$ cat src/rtl/sevseg_pkg.sv
// Shared 7-segment definitions: active-low {g,f,e,d,c,b,a} patterns, scan FSM states, BCD helper.
// Used by both the display encoder and the scan-bus decoder.
package sevseg_pkg;

   localparam logic [6:0] SEG_0     = 7'h40;
   localparam logic [6:0] SEG_1     = 7'h79;
   localparam logic [6:0] SEG_2     = 7'h24;
   localparam logic [6:0] SEG_3     = 7'h30;
   localparam logic [6:0] SEG_4     = 7'h19;
   localparam logic [6:0] SEG_5     = 7'h12;
   localparam logic [6:0] SEG_6     = 7'h02;
   localparam logic [6:0] SEG_7     = 7'h78;
   localparam logic [6:0] SEG_8     = 7'h00;
   localparam logic [6:0] SEG_9     = 7'h10;
   localparam logic [6:0] SEG_A     = 7'h08;
   localparam logic [6:0] SEG_B     = 7'h03;
   localparam logic [6:0] SEG_C     = 7'h46;
   localparam logic [6:0] SEG_D     = 7'h21;
   localparam logic [6:0] SEG_E     = 7'h06;
   localparam logic [6:0] SEG_F     = 7'h0E;
   localparam logic [6:0] SEG_BLANK = 7'h7F;

   typedef enum logic [1:0] {
      S_IDLE   = 2'd0,
      S_SETTLE = 2'd1,
      S_HOLD   = 2'd2
   } scan_state_t;

   // Hex digits can exceed 9, so the result saturates at the two-digit maximum.
   function automatic logic [6:0] bcd_pair_to_bin(input logic [3:0] ones, input logic [3:0] tens);
      logic [7:0] sum;
      sum = 8'(ones) + 8'(tens) * 8'd10;
      return (sum > 8'd99) ? 7'd99 : sum[6:0];
   endfunction

endpackage

$ cat src/rtl/sevseg_scan_decoder_if.sv
// Scan bus plus recovered-frame outputs of the 7-segment scan decoder.
// SEVSEG_HEX_DECODE_EN adds the per-slot decimal-point mask.
interface sevseg_scan_decoder_if #(
   parameter int unsigned NUM_DIGITS = 4
);
   logic [NUM_DIGITS-1:0]   anode;
   logic [7:0]              cathode;
   logic [4*NUM_DIGITS-1:0] digits;
   logic [6:0]              value;
   logic                    frame_valid;
   logic                    digits_valid;
   logic                    seg_err;
   logic                    multi_anode_err;
`ifdef SEVSEG_HEX_DECODE_EN
   logic [NUM_DIGITS-1:0]   dp_mask;
`endif

   modport master (
      output anode, cathode,
`ifdef SEVSEG_HEX_DECODE_EN
      input  dp_mask,
`endif
      input  digits, value, frame_valid, digits_valid, seg_err, multi_anode_err
   );

   modport slave (
      input  anode, cathode,
`ifdef SEVSEG_HEX_DECODE_EN
      output dp_mask,
`endif
      output digits, value, frame_valid, digits_valid, seg_err, multi_anode_err
   );
endinterface

$ cat src/rtl/seg7_pattern_decoder.sv
// Combinational active-low 7-segment pattern to BCD/hex nibble decoder.
// SEVSEG_HEX_DECODE_EN accepts A,b,C,d,E,F; otherwise only 0-9 and blank decode.
module seg7_pattern_decoder
   import sevseg_pkg::*;
(
   input  logic [6:0] pattern,
   output logic [3:0] nibble,
   output logic       valid
);

   always_comb begin
      nibble = '0;
      valid  = 1'b1;
      case (pattern)
         SEG_0:     nibble = 4'h0;
         SEG_1:     nibble = 4'h1;
         SEG_2:     nibble = 4'h2;
         SEG_3:     nibble = 4'h3;
         SEG_4:     nibble = 4'h4;
         SEG_5:     nibble = 4'h5;
         SEG_6:     nibble = 4'h6;
         SEG_7:     nibble = 4'h7;
         SEG_8:     nibble = 4'h8;
         SEG_9:     nibble = 4'h9;
         SEG_BLANK: nibble = 4'h0;
`ifdef SEVSEG_HEX_DECODE_EN
         SEG_A:     nibble = 4'hA;
         SEG_B:     nibble = 4'hB;
         SEG_C:     nibble = 4'hC;
         SEG_D:     nibble = 4'hD;
         SEG_E:     nibble = 4'hE;
         SEG_F:     nibble = 4'hF;
`endif
         default:   valid  = 1'b0;
      endcase
   end

endmodule

$ cat src/rtl/sevseg_scan_decoder.sv
// Receive side of a multiplexed 7-segment bus: debounces each scan slot, decodes it and publishes frames.
// SEVSEG_HEX_DECODE_EN enables hex digit decode and the per-slot dp_mask output.
module sevseg_scan_decoder
   import sevseg_pkg::*;
#(
   parameter int unsigned NUM_DIGITS     = 4,
   parameter int unsigned STABLE_CYCLES  = 16,
   parameter int unsigned TIMEOUT_CYCLES = 2000000
) (
   input logic                   clk,
   input logic                   rst_n,
   sevseg_scan_decoder_if.slave  bus
);

   localparam int unsigned SW    = NUM_DIGITS + 8;
   localparam int unsigned IDX_W = $clog2(NUM_DIGITS);
   localparam int unsigned SC_W  = $clog2(STABLE_CYCLES + 1);
   localparam int unsigned IC_W  = $clog2(TIMEOUT_CYCLES + 1);

   logic [SW-1:0]         sync1, sync2, prev;
   logic                  multi_q;
   scan_state_t           state;
   logic [SC_W-1:0]       stable_cnt;
   logic [IC_W-1:0]       idle_cnt;
   logic [3:0]            slots [NUM_DIGITS];
   logic [NUM_DIGITS-1:0] mask;
`ifdef SEVSEG_HEX_DECODE_EN
   logic [NUM_DIGITS-1:0] slot_dp;
`endif

   logic [NUM_DIGITS-1:0] anode_s;
   logic [IDX_W:0]        low_cnt;
   logic [IDX_W-1:0]      slot_idx;
   logic                  none_low, one_low, multi, changed, accept, lost;
   logic [3:0]            dec_nibble;
   logic                  dec_valid;

   assign anode_s = sync2[SW-1:8];

   always_comb begin
      low_cnt  = '0;
      slot_idx = '0;
      for (int unsigned i = 0; i < NUM_DIGITS; i++) begin
         if (!anode_s[i]) begin
            low_cnt  = low_cnt + (IDX_W+1)'(1);
            slot_idx = IDX_W'(i);
         end
      end
   end

   assign none_low = (low_cnt == '0);
   assign one_low  = (low_cnt == (IDX_W+1)'(1));
   assign multi    = !none_low && !one_low;
   assign changed  = (sync2 != prev);
   assign accept   = (state == S_SETTLE) && one_low && !changed &&
                     (stable_cnt == SC_W'(STABLE_CYCLES - 1));
   assign lost     = (idle_cnt == IC_W'(TIMEOUT_CYCLES));

   seg7_pattern_decoder u_dec (
      .pattern (sync2[6:0]),
      .nibble  (dec_nibble),
      .valid   (dec_valid)
   );

   always_ff @(posedge clk or negedge rst_n) begin
      if (!rst_n) begin
         sync1                <= '1;
         sync2                <= '1;
         prev                 <= '1;
         multi_q              <= 1'b0;
         state                <= S_IDLE;
         stable_cnt           <= '0;
         idle_cnt             <= '0;
         mask                 <= '0;
         for (int unsigned i = 0; i < NUM_DIGITS; i++) slots[i] <= '0;
         bus.digits           <= '0;
         bus.value            <= '0;
         bus.frame_valid      <= 1'b0;
         bus.digits_valid     <= 1'b0;
         bus.seg_err          <= 1'b0;
         bus.multi_anode_err  <= 1'b0;
`ifdef SEVSEG_HEX_DECODE_EN
         slot_dp              <= '0;
         bus.dp_mask          <= '0;
`endif
      end else begin
         sync1               <= {bus.anode, bus.cathode};
         sync2               <= sync1;
         prev                <= sync2;
         multi_q             <= multi;
         bus.frame_valid     <= 1'b0;
         bus.seg_err         <= 1'b0;
         bus.multi_anode_err <= multi && !multi_q;

         if (&mask) begin
            for (int unsigned i = 0; i < NUM_DIGITS; i++) bus.digits[4*i +: 4] <= slots[i];
            bus.value        <= bcd_pair_to_bin(slots[0], slots[1]);
            bus.frame_valid  <= 1'b1;
            bus.digits_valid <= 1'b1;
            mask             <= '0;
`ifdef SEVSEG_HEX_DECODE_EN
            bus.dp_mask      <= slot_dp;
`endif
         end
         if (lost) begin
            bus.digits_valid <= 1'b0;
            mask             <= '0;
         end

         if (accept)     idle_cnt <= '0;
         else if (!lost) idle_cnt <= idle_cnt + IC_W'(1);

         // Mask bit set below is issued after the clears above, so an accept never gets lost.
         case (state)
            S_IDLE: begin
               stable_cnt <= '0;
               if (!none_low) state <= S_SETTLE;
            end
            S_SETTLE: begin
               if (none_low) begin
                  state      <= S_IDLE;
                  stable_cnt <= '0;
               end else if (changed || multi) begin
                  stable_cnt <= '0;
               end else if (accept) begin
                  state      <= S_HOLD;
                  stable_cnt <= '0;
                  if (dec_valid) begin
                     slots[slot_idx] <= dec_nibble;
                     mask[slot_idx]  <= 1'b1;
`ifdef SEVSEG_HEX_DECODE_EN
                     slot_dp[slot_idx] <= ~sync2[7];
`endif
                  end else begin
                     bus.seg_err <= 1'b1;
                  end
               end else begin
                  stable_cnt <= stable_cnt + SC_W'(1);
               end
            end
            S_HOLD: begin
               stable_cnt <= '0;
               if (changed) state <= none_low ? S_IDLE : S_SETTLE;
            end
            default: state <= S_IDLE;
         endcase
      end
   end

endmodule
$ cat src/flat_wrapper.sv
// flat-port wrapper written by rule: the top's interface ports become plain ports
module sevseg_scan_decoder_flat import sevseg_pkg::*;
#(
   parameter int unsigned NUM_DIGITS     = 4,
   parameter int unsigned STABLE_CYCLES  = 16,
   parameter int unsigned TIMEOUT_CYCLES = 2000000
)
  (clk, rst_n, bus_anode, bus_cathode, bus_digits, bus_value, bus_frame_valid, bus_digits_valid, bus_seg_err, bus_multi_anode_err);
  sevseg_scan_decoder_if #(.NUM_DIGITS(NUM_DIGITS)) bus_i ();
  input logic clk;
  input logic rst_n;
  input wire logic [$bits(bus_i.anode)-1:0] bus_anode;
  input wire logic [$bits(bus_i.cathode)-1:0] bus_cathode;
  output wire logic [$bits(bus_i.digits)-1:0] bus_digits;
  output wire logic [$bits(bus_i.value)-1:0] bus_value;
  output wire logic [$bits(bus_i.frame_valid)-1:0] bus_frame_valid;
  output wire logic [$bits(bus_i.digits_valid)-1:0] bus_digits_valid;
  output wire logic [$bits(bus_i.seg_err)-1:0] bus_seg_err;
  output wire logic [$bits(bus_i.multi_anode_err)-1:0] bus_multi_anode_err;
  assign bus_i.anode = bus_anode;
  assign bus_i.cathode = bus_cathode;
  assign bus_digits = bus_i.digits;
  assign bus_value = bus_i.value;
  assign bus_frame_valid = bus_i.frame_valid;
  assign bus_digits_valid = bus_i.digits_valid;
  assign bus_seg_err = bus_i.seg_err;
  assign bus_multi_anode_err = bus_i.multi_anode_err;
  sevseg_scan_decoder #(.NUM_DIGITS(NUM_DIGITS), .STABLE_CYCLES(STABLE_CYCLES), .TIMEOUT_CYCLES(TIMEOUT_CYCLES)) u_core (.clk(clk), .rst_n(rst_n), .bus(bus_i));
endmodule
$ cat config.mk
export PLATFORM = sky130hd
export DESIGN_NAME = sevseg_scan_decoder_flat
export DESIGN_NICKNAME = d
export VERILOG_FILES = /design/src/rtl/sevseg_pkg.sv /design/src/rtl/sevseg_scan_decoder_if.sv /design/src/rtl/seg7_pattern_decoder.sv /design/src/rtl/sevseg_scan_decoder.sv /design/src/flat_wrapper.sv
export SDC_FILE = /design/constraint.sdc
export NUM_CORES = 1
export LEC_CHECK = 0
export CAP_MARGIN = 20
export CORE_MARGIN = 5
export CORE_UTILIZATION = 60
export CTS_BUF_LIST = sky130_fd_sc_hd__clkbuf_4 sky130_fd_sc_hd__clkbuf_8
export DETAILED_ROUTE_END_ITERATION = 8
export GPL_TIMING_DRIVEN = 0
export MAX_ROUTING_LAYER = met4
export PLACE_DENSITY = 0.81
export SYNTH_ARGS = -nofsm -noshare
export SYNTH_HDL_FRONTEND = slang
export SYNTH_HIERARCHICAL = 1
export SYNTH_SLANG_ARGS = --single-unit
export TNS_END_PERCENT = 50
$ cat constraint.sdc
create_clock -name clk -period 3.2 [get_ports clk]
set_input_delay 0.64 -clock clk [delete_from_list [all_inputs] [get_ports clk]]
set_output_delay 0.64 -clock clk [all_outputs]
set_load 0.05 [all_outputs]
==> results of run 1 <==
stage by stage:
| stage | setup WS, ps | hold WS (ps) | setup TNS (ps) | area [um^2] | utilization |
|---|---|---|---|---|---|
| floorplan | 300 | 344 | 0 | 5010 | - |
| global route | 8.72 | 300 | 0 | 5810 | 0.711 |
| CTS | 43.5 | 278 | 0 | 5780 | 0.708 |
| global placement | -2430 | 345 | -225470 | 5540 | 0.678 |
| detailed placement | 50.4 | 347 | 0 | 5560 | 0.681 |
| finish | 130 | 269 | 0 | 5810 | 0.711 |
worst reg2reg max path: cells and delay by family, from the launching register on:
family	cells	cell delay [ps]
AO/OA/AOI/OAI	1	300
XOR/XNOR	1	160
adder cells (fa/ha/maj)	2	690
buffers and inverters	2	240
flip-flops	1	590
multiplexers	1	330
AND/OR/NAND/NOR	2	660
cells by family after synthesis:
group,after synthesis,synth area share
simple gates,184,0.189
flops,112,0.569
compound gates,44,0.0600
xor+xnor,41,0.0745
buf+inv,30,0.0257
mux,19,0.0420
fa+ha+maj,15,0.0405
metal layers:
metal  GRT usage  vias to the layer above  routed length [um]
li1            -                     1627                   -
met1       0.235                     1644                3870
met2       0.331                       71                4530
met3      0.0455                       11                 362
met4      0.0573                        0                  86
met5           -                        -                   0
final timing paths:
check                      depth (start not counted)                               to  slack [ps]
setup / recovery                                   9      u_core/slots[8]$_DFFE_PN0P_         130
hold reg to reg                                    0        u_core/sync2[7]$_DFF_PN1_         360
max in group asynchronous                          2        u_core/prev[11]$_DFF_PN1_        2170
min in group clk                                   0        u_core/sync2[7]$_DFF_PN1_         360
setup reg to reg                                   9      u_core/slots[8]$_DFFE_PN0P_         130
hold / removal                                     1  u_core/bus.value[4]$_DFFE_PN0P_         270
final cells by class:
cell class | count | area share
inverters | 15 | 0.00968
well taps | 105 | 0.0226
plain buffers | 15 | 0.0131
multi-input cells | 303 | 0.351
clock inverters | 7 | 0.0166
flip-flops and latches | 112 | 0.490
clock buffers | 9 | 0.0213
repair buffers | 43 | 0.0757
repair_timing:
action                     4_1_cts  5_1_grt
buffers inserted                 0        2
setup endpoints to repair        0       16
resized for setup                0        2
state kept, by name, indices dropped and copies added, names as in the netlist, 2 cells and up:
name,count
u_core/bus.digits,16
u_core/bus.value,7
u_core/idle_cnt,21
u_core/mask,4
u_core/prev,12
u_core/slots,16
u_core/stable_cnt,5
u_core/state,2
u_core/sync1,12
u_core/sync2,12
synth_stat cells, types with 3 or more instances:
cell,instances,area [um^2]
ha_1,13,163
clkbuf_1,8,30.0
and4_1,4,35.0
o31ai_1,3,22.5
o21ai_0,9,45.0
nand3b_1,3,22.5
nand2_1,66,248
buf_2,4,20.0
nand2b_1,3,18.8
a21oi_1,10,50.1
mux2i_1,3,30.0
nand3_1,26,130
mux2_2,16,180
o21a_1,3,22.5
xnor2_1,32,280
inv_1,14,52.6
dfstp_2,36,946
a31oi_1,3,18.8
xor2_1,8,70.1
buf_4,3,22.5
nor2_1,41,154
nand4_1,9,56.3
nor3_1,8,40.0
nor3b_1,4,30.0
dfrtp_1,76,1900
power breakdown:
group | switching (uW) | internal, uW | leakage (uW)
clock network | 551 | 331 | 0.000110
registers | 24.0 | 1460 | 0.00142
logic | 91.0 | 66.3 | 0.00110
==> metrics.csv, run 1 <==
stage,metric,value,unit
floorplan,Core Footprint,8180,um^2
route,routed vias,3353,
pwr,PwrDens,434,nW/um^2
worst_setup_path,CP endpoint kind,flop,
sta,Final min period,3070,ps
global_routing,antenna violations before repair,0,
worst_setup_path,Crit Path Max Fanout,5,
logic_synthesis,Ys Warns,6,
pwr,Pwr Total,2530,uW
route,DRT Pass-1 Iters,4,
floorplan,# IOs,41,
clocking,Worst-path clk slew,120,ps
pwr,Leak Pwr,0.00262,uW
worst_setup_path,CP Launch Type,flop,
logic_synthesis,"EDFF count, synth",0,
logic_synthesis,sequential share of the synthesized area,0.569,
sta,final setup fails,0,
logic_synthesis,"flops & latches, synth",112,
placement,RePlAce Congestion,0.848,
job,Max Cap Violations,0,
layout,antenna diode instance count,0,
global_routing,total track usage,0.196,
logic_synthesis,Syn Std Cell Area,5010,um^2
layout,fin nets,528,
worst_setup_path,WP buf/inv,2,
worst_setup_path,"slowest stage delay, CP",590,ps
worst_setup_path,CP top delay family,adder cells,
clocking,Max clock buf depth,2,
worst_setup_path,CP startpoint,u_core/sync2[9]$_DFF_PN1_,
global_routing,gr ovfl total,0,
layout,Seq. cell area,2850,um^2
clocking,CTS tree,yes,
logic_synthesis,net count after synthesis,474,
logic_synthesis,Mapped Avg Cell Area,11.3,um^2
sta,RSZ-0062 raised after global routing,no,
sta,slew margin rel.,0.452,
route,post-route ant nets,0,
clocking,Root Driver,clkbuf_8,
worst_setup_path,Critical R2R Launch,u_core/sync2[9]$_DFF_PN1_,
layout,"commonest cells after routing, fill and taps aside","76 x dfrtp_1, 66 x nand2_1, 41 x nor2_1, 39 x clkdlybuf4s50_1, 36 x dfstp_2",
clocking,# clock sinks,112,
layout,Post-Layout Cell Count,609,
route,Iter 0 DRT Violations,156,
worst_setup_path,slowest CP cell,dfstp_2,
layout,layout cells sized above 1,0.175,
sta,fmax,326,MHz
clocking,"Clk Latency, worst-skew pair",380,ps
worst_setup_path,Worst EP required,3460,ps
logic_synthesis,fraction of registers with async set/reset,1.00,
route,via-per-instance ratio,5.51,
logic_synthesis,ys flop type,dfrtp_1,
run_status,status,"finished, final reports clean",
sta,fin crit share,0.960,
clocking,Num CTS Buffers,9,
sta,Fin. Hold Viols,0,
route,wire length per cell,14.5,um
floorplan,Die Y,101,um
logic_synthesis,Post-Syn Instances,445,
worst_hold_path,Hold Path Class,in2async,
layout,"most common cell after layout, fill and taps aside",dfrtp_1,
pwr,maximum VDD drop,372,uV
layout,multi-input logic area,2040,um^2
floorplan,die area,10300,um^2
route,Post-route DRC,0,
layout,Fillers,574,
clocking,H-tree levels,3,
floorplan,starting density of the core,0.612,
logic_synthesis,Netlist cell types,55,
layout,Area Growth Syn to Fin,16.1,%
global_routing,first-pass GRT wire length,15500,um
sta,Slew @ Worst Pin,816,ps
worst_setup_path,Worst EP arrival,3330,ps
route,WL final,8850,um
global_routing,vias in the first global route,3383,
floorplan,die width,101,um
clocking,CTS Hold Bufs,0,
global_routing,largest net degree at the start of global routing,64,
floorplan,Rows,33,
placement,# port buffers,40,
sta,clk_skew,16.4,ps
sta,Final Max Tran Viols,0,
placement,dpl cells,591,
worst_setup_path,CP Cell Sequence,inv_1 -> ha_1 -> xnor2_1 -> ha_1 -> or4b_4 -> a311oi_4 -> buf_6 -> nand4_4 -> mux2_2,
worst_setup_path,WS Path Type,reg2reg,
placement,DPL Wire Length,6440,um
worst_setup_path,CP most frequent cell,ha_1,
Note: power is estimated with default switching activity, not from simulation.
==> inputs of run 2 (changes only) <==
- CORE_ASPECT_RATIO: not set -> 0.7
- PLACE_DENSITY: 0.81 -> 0.92
==> run 2 against run 1 <==
  * Register-to-register slack got worse by 30 ps
  * Combinational power barely moved
  * Count of clock-buffer cells in the layout did not move
  * Routed wire length rose by 13%
  * Final cell count fell by 0.49%
  * Critical path type unchanged
==> metrics.csv, run 2 (same netlist as run 1, synthesis figures left out) <==
stage,metric,value,unit
global_routing,antenna violations before repair,0,
sta,Fin. Hold Viols,0,
pwr,PwrDens,433,nW/um^2
floorplan,starting density of the core,0.625,
clocking,Max clock buf depth,2,
worst_hold_path,Hold Path Class,reg2reg,
layout,"commonest cells after routing, fill and taps aside","76 x dfrtp_1, 66 x nand2_1, 41 x nor2_1, 39 x clkdlybuf4s50_1, 36 x dfstp_2",
layout,Biggest register,u_core/idle_cnt,
floorplan,# IOs,41,
clocking,H-tree levels,3,
clocking,Root Driver,clkbuf_8,
global_routing,vias in the first global route,3605,
sta,TNS Setup,0,ps
pwr,Leak Pwr,0.00262,uW
clocking,CTS tree,yes,
placement,DPL Wire Length,7090,um
layout,Largest register FFs,21,
route,post-route ant nets,0,
floorplan,Die Y,86.4,um
sta,RSZ-0062 raised after global routing,no,
floorplan,Rows,27,
route,Post-route DRC,0,
sta,Slew @ Worst Pin,869,ps
run_status,status,"finished, final reports clean",
pwr,Pwr Total,2510,uW
worst_setup_path,Worst EP arrival,3360,ps
placement,RePlAce Congestion,0.875,
route,routed vias,3578,
sta,clk_skew,16.6,ps
clocking,# clock sinks,112,
worst_setup_path,CP endpoint kind,flop,
layout,antenna diode instance count,0,
global_routing,largest net degree at the start of global routing,75,
sta,Final Max Tran Viols,0,
route,Max Used Layer,met4,
route,met3 WL,494,um
route,WL met1,4370,um
global_routing,first-pass GRT wire length,17400,um
job,Max Cap Violations,0,
placement,# port buffers,40,
route,via-per-instance ratio,5.90,
worst_setup_path,Crit Path Max Fanout,5,
sta,slew margin rel.,0.421,
floorplan,Core Footprint,8010,um^2
layout,Fillers,555,
clocking,CTS Hold Bufs,0,
sta,final setup fails,0,
placement,dpl cells,587,
layout,fin nets,529,
global_routing,total track usage,0.214,
clocking,Worst-path clk slew,110,ps
sta,fmax,322,MHz
layout,layout cells sized above 1,0.178,
layout,largest registers,"u_core/idle_cnt x21, u_core/bus.digits x16, u_core/slots x16",
route,Iter 0 DRT Violations,285,
layout,"most common cell after layout, fill and taps aside",dfrtp_1,
worst_setup_path,Worst EP required,3460,ps
pwr,maximum VDD drop,257,uV
route,met2 WL,4910,um
floorplan,die area,10300,um^2
sta,fin crit share,0.969,
route,WL final,10000,um
sta,Final min period,3100,ps
route,wire length per cell,16.5,um
worst_setup_path,CP Launch Type,flop,
layout,Post-Layout Cell Count,606,
clocking,"Clk Latency, worst-skew pair",370,ps
global_routing,gr ovfl total,0,
layout,Area Growth Syn to Fin,15.8,%
route,DRT Pass-1 Iters,5,
floorplan,die width,119,um
clocking,Num CTS Buffers,9,
worst_setup_path,WS Path Type,reg2reg,
## run 2: area by class of cell
type                            instances  area, um^2  share of cell area
Multi-Input combinational cell        303        2040               0.353
Timing Repair Buffer                   44         440              0.0760
Tap cell                              101         126              0.0218
Clock inverter                          7        82.6              0.0142
Inverter                               15        56.3             0.00971
Clock buffer                            9         124              0.0214
Sequential cell                       112        2850               0.491
Buffer                                 15        76.3              0.0132
## run 2: worst max-delay path, cell delays in order (launching register included)
cell and delay [ps]:
dfstp_2 590, inv_1 70, ha_2 390, xnor2_1 150, ha_1 280, or4b_4 520, a311oi_4 310, buf_6 170
nand3_2 170, mux2_2 340
## run 2: stage by stage
step	utilization	setup WS [ps]	hold slack [ps]	cell area [um^2]
floorplan	-	300	344	5010
global placement	0.691	-2300	346	5530
detailed placement	0.693	-16.7	347	5550
CTS	0.721	3.29	362	5770
global route	0.724	1.16	365	5800
finish	0.724	97.9	361	5800
## run 2: repair_timing
| action | in CTS | in global routing |
|---|---|---|
| setup endpoints to repair | 12 | 16 |
| pin swaps | 0 | 1 |
| setup buffers | 0 | 3 |
| gates resized for setup | 2 | 1 |
| endpoints found under the hold margin | 0 | 0 |
## run 2: per-layer routing
metal  GRT usage  vias to the layer above
met5           -                        -
li1            -                     1630
met1       0.268                     1794
met3      0.0417                       27
met4      0.0894                        0
met2       0.345                      127
## run 2: power by group
group | internal [uW] | switching (uW) | total (uW)
Clock | 378 | 486 | 864
Sequential | 1460 | 24.3 | 1490
Combinational | 66.4 | 93.1 | 159
Total | 1910 | 604 | 2510
## run 2: final timing paths
path,startpoint,slack (ps),cells after the start,end
min in group asynchronous,rst_n,390,1,u_core/bus.digits[1]$_DFFE_PN0P_
max,u_core/sync2[9]$_DFF_PN1_,100,9,u_core/slots[7]$_DFFE_PN0P_
min reg2reg,u_core/sync1[1]$_DFF_PN1_,360,0,u_core/sync2[1]$_DFF_PN1_
max reg2reg,u_core/sync2[9]$_DFF_PN1_,100,9,u_core/slots[7]$_DFFE_PN0P_
max in group asynchronous,rst_n,2110,2,u_core/idle_cnt[17]$_DFFE_PN0P_
min,u_core/sync1[1]$_DFF_PN1_,360,0,u_core/sync2[1]$_DFF_PN1_
==> inputs of run 3 (changes only) <==
- CORE_UTILIZATION: 60 -> 45
- PLACE_DENSITY: 0.92 -> 0.74
- SLEW_MARGIN: not set -> 20
==> run 3 against run 2 <==
  * Via count fell by 6.2%
  * Sequential power barely moved
  * Clock skew fell by 3.2 ps
  * Register-to-register slack improved by 30 ps
  * Clock power rose by 2%
  * Sequential share of layout area fell by 0.61 points
  * Power rose by 0.46%
  * Non-clock buffer count fell by 1
  * Critical endpoint is now u_core/slots[8]$_DFFE_PN0P_
  * Largest cell class unchanged
==> metrics.csv, run 3 (same netlist as run 1, synthesis figures left out) <==
stage,metric,value,unit
sta,clk_skew,13.4,ps
worst_setup_path,CP most frequent cell,ha_1,
global_routing,vias in the first global route,3310,
sta,final setup fails,0,
floorplan,# IOs,41,
floorplan,Core Footprint,10900,um^2
route,DRT Pass-1 Iters,5,
pwr,clock network fraction of total power,0.349,
sta,Fin. Hold Viols,0,
pwr,Leak Pwr,0.00263,uW
sta,RSZ-0062 raised after global routing,no,
worst_setup_path,Critical R2R Launch,u_core/sync2[9]$_DFF_PN1_,
clocking,# clock sinks,112,
route,WL met1,4630,um
worst_hold_path,Hold Path Class,in2async,
clocking,CTS tree,yes,
worst_setup_path,CP startpoint,u_core/sync2[9]$_DFF_PN1_,
pwr,sequential share of power,0.589,
route,WL final,9400,um
layout,fin nets,528,
layout,largest registers,"u_core/idle_cnt x21, u_core/bus.digits x16, u_core/slots x16",
global_routing,total track usage,0.150,
layout,layout cells sized above 1,0.175,
sta,Final Max Tran Viols,0,
layout,Largest register FFs,21,
layout,Fillers,964,
placement,RePlAce Congestion,0.777,
floorplan,Die Y,98.3,um
placement,# port buffers,40,
layout,Seq. cell area,2850,um^2
placement,placed cell areas,5630,um^2
global_routing,first-pass GRT wire length,15800,um
sta,Final min period,3070,ps
pwr,Pint,1930,uW
sta,fmax,325,MHz
worst_setup_path,"slowest stage delay, CP",590,ps
floorplan,die width,136,um
sta,slew margin rel.,0.451,
floorplan,starting density of the core,0.458,
worst_setup_path,CP Cell Sequence,inv_1 -> ha_1 -> xnor2_1 -> ha_1 -> or4b_4 -> a311oi_4 -> buf_6 -> nand4_4 -> mux2_2,
run_status,status,"finished, final reports clean",
worst_setup_path,slowest CP cell,dfstp_2,
global_routing,gr ovfl total,0,
clocking,Max clock buf depth,2,
sta,fin crit share,0.961,
clocking,Worst-path clk slew,110,ps
worst_setup_path,Crit Path Max Fanout,5,
worst_setup_path,worst reg-to-reg setup slack,130,ps
pwr,PwrDens,430,nW/um^2
global_routing,antenna violations before repair,0,
pwr,maximum VDD drop,258,uV
worst_setup_path,Reg2Reg Depth,9,
worst_setup_path,Worst EP required,3460,ps
route,via-per-instance ratio,5.11,
clocking,"Clk Latency, worst-skew pair",370,ps
clocking,Root Driver,clkbuf_8,
placement,DPL Wire Length,6740,um
sta,TNS Setup,0,ps
worst_setup_path,WS Path Type,reg2reg,
pwr,Comb pwr share,0.062,
global_routing,largest net degree at the start of global routing,78,
route,Max Used Layer,met4,
route,wire length per cell,14.3,um
layout,cell area after layout,5870,um^2
route,Iter 0 DRT Violations,221,
clocking,CTS Hold Bufs,0,
layout,Biggest register,u_core/idle_cnt,
worst_setup_path,CP Capture Point,u_core/slots[8]$_DFFE_PN0P_,
worst_setup_path,worst r2r dst,u_core/slots[8]$_DFFE_PN0P_,
worst_setup_path,CP Launch Type,flop,
worst_setup_path,CP endpoint kind,flop,
floorplan,die area,13400,um^2
sta,Slew @ Worst Pin,817,ps
clocking,Num CTS Buffers,9,
route,met3 WL,430,um
layout,antenna diode instance count,0,
layout,"commonest cells after routing, fill and taps aside","76 x dfrtp_1, 66 x nand2_1, 41 x nor2_1, 39 x clkdlybuf4s50_1, 36 x dfstp_2",
clocking,H-tree levels,3,
worst_setup_path,Worst EP arrival,3330,ps
floorplan,Rows,32,
job,Max Cap Violations,0,
route,post-route ant nets,0,
route,Post-route DRC,0,
layout,"most common cell after layout, fill and taps aside",dfrtp_1,
pwr,Sw Share,0.236,
pwr,Pwr Total,2520,uW
route,met2 WL,4240,um
route,routed vias,3355,
layout,Area Growth Syn to Fin,17.2,%
pwr,NetSw,596,uW
layout,multi-input logic area,2040,um^2
[run 3: power groups by stage]
stage | clock network (uW) | registers (uW) | logic, uW
finish | 881 | 1490 | 156
global route | 970 | 1490 | 174
floorplan | 0 | 1510 | 76.4
global placement | 0 | 1510 | 140
CTS | 921 | 1490 | 150
detailed placement | 0 | 1510 | 150
[run 3: stage by stage]
stage,hold slack (ps),setup WS [ps],instances,util
after floorplan,344,300,445,-
after global placement,345,-2570,638,0.512
after detailed placement,347,43.8,639,0.515
after CTS,132,17.9,655,0.534
after global routing,151,32.1,657,0.537
final,152,125,657,0.537
[run 3: layout make-up]
cell class / count / area share
Buffer: 15 / 0.0130
Multi-Input combinational cell: 303 / 0.348
Sequential cell: 112 / 0.485
Inverter: 15 / 0.00959
Tap cell: 153 / 0.0326
Clock inverter: 6 / 0.0128
Timing Repair Buffer: 43 / 0.0757
Clock buffer: 10 / 0.0234
[run 3: worst min path at each step]
stage	from	to	slack (ps)
after global routing	rst_n	u_core/idle_cnt[6]$_DFFE_PN0P_	150
final	rst_n	u_core/idle_cnt[6]$_DFFE_PN0P_	150
after CTS	rst_n	u_core/idle_cnt[6]$_DFFE_PN0P_	130
after detailed placement	u_core/sync1[2]$_DFF_PN1_	u_core/sync2[2]$_DFF_PN1_	350
after floorplan	rst_n	u_core/bus.digits[0]$_DFFE_PN0P_	340
after global placement	u_core/sync1[4]$_DFF_PN1_	u_core/sync2[4]$_DFF_PN1_	350
[run 3: critical path, delay by kind of cell (launching register included)]
kind | cells | cell delay, ps
xor+xnor | 1 | 160
buf+inv | 2 | 240
fa+ha+maj | 2 | 670
simple gates | 2 | 670
mux | 1 | 330
flops | 1 | 590
compound gates | 1 | 310
[run 3: per-layer routing]
metal / GRT usage / up-vias
met1: 0.202 / 1652
met4: 0.0411 / 0
met2: 0.226 / 56
met5: - / -
met3: 0.0381 / 12
li1: - / 1635
[run 3: repair_timing]
item                       in CTS  in global routing
setup buffers                   0                  2
gates resized for setup         0                  2
setup endpoints to repair       0                 16
hold endpoints to repair        0                  0
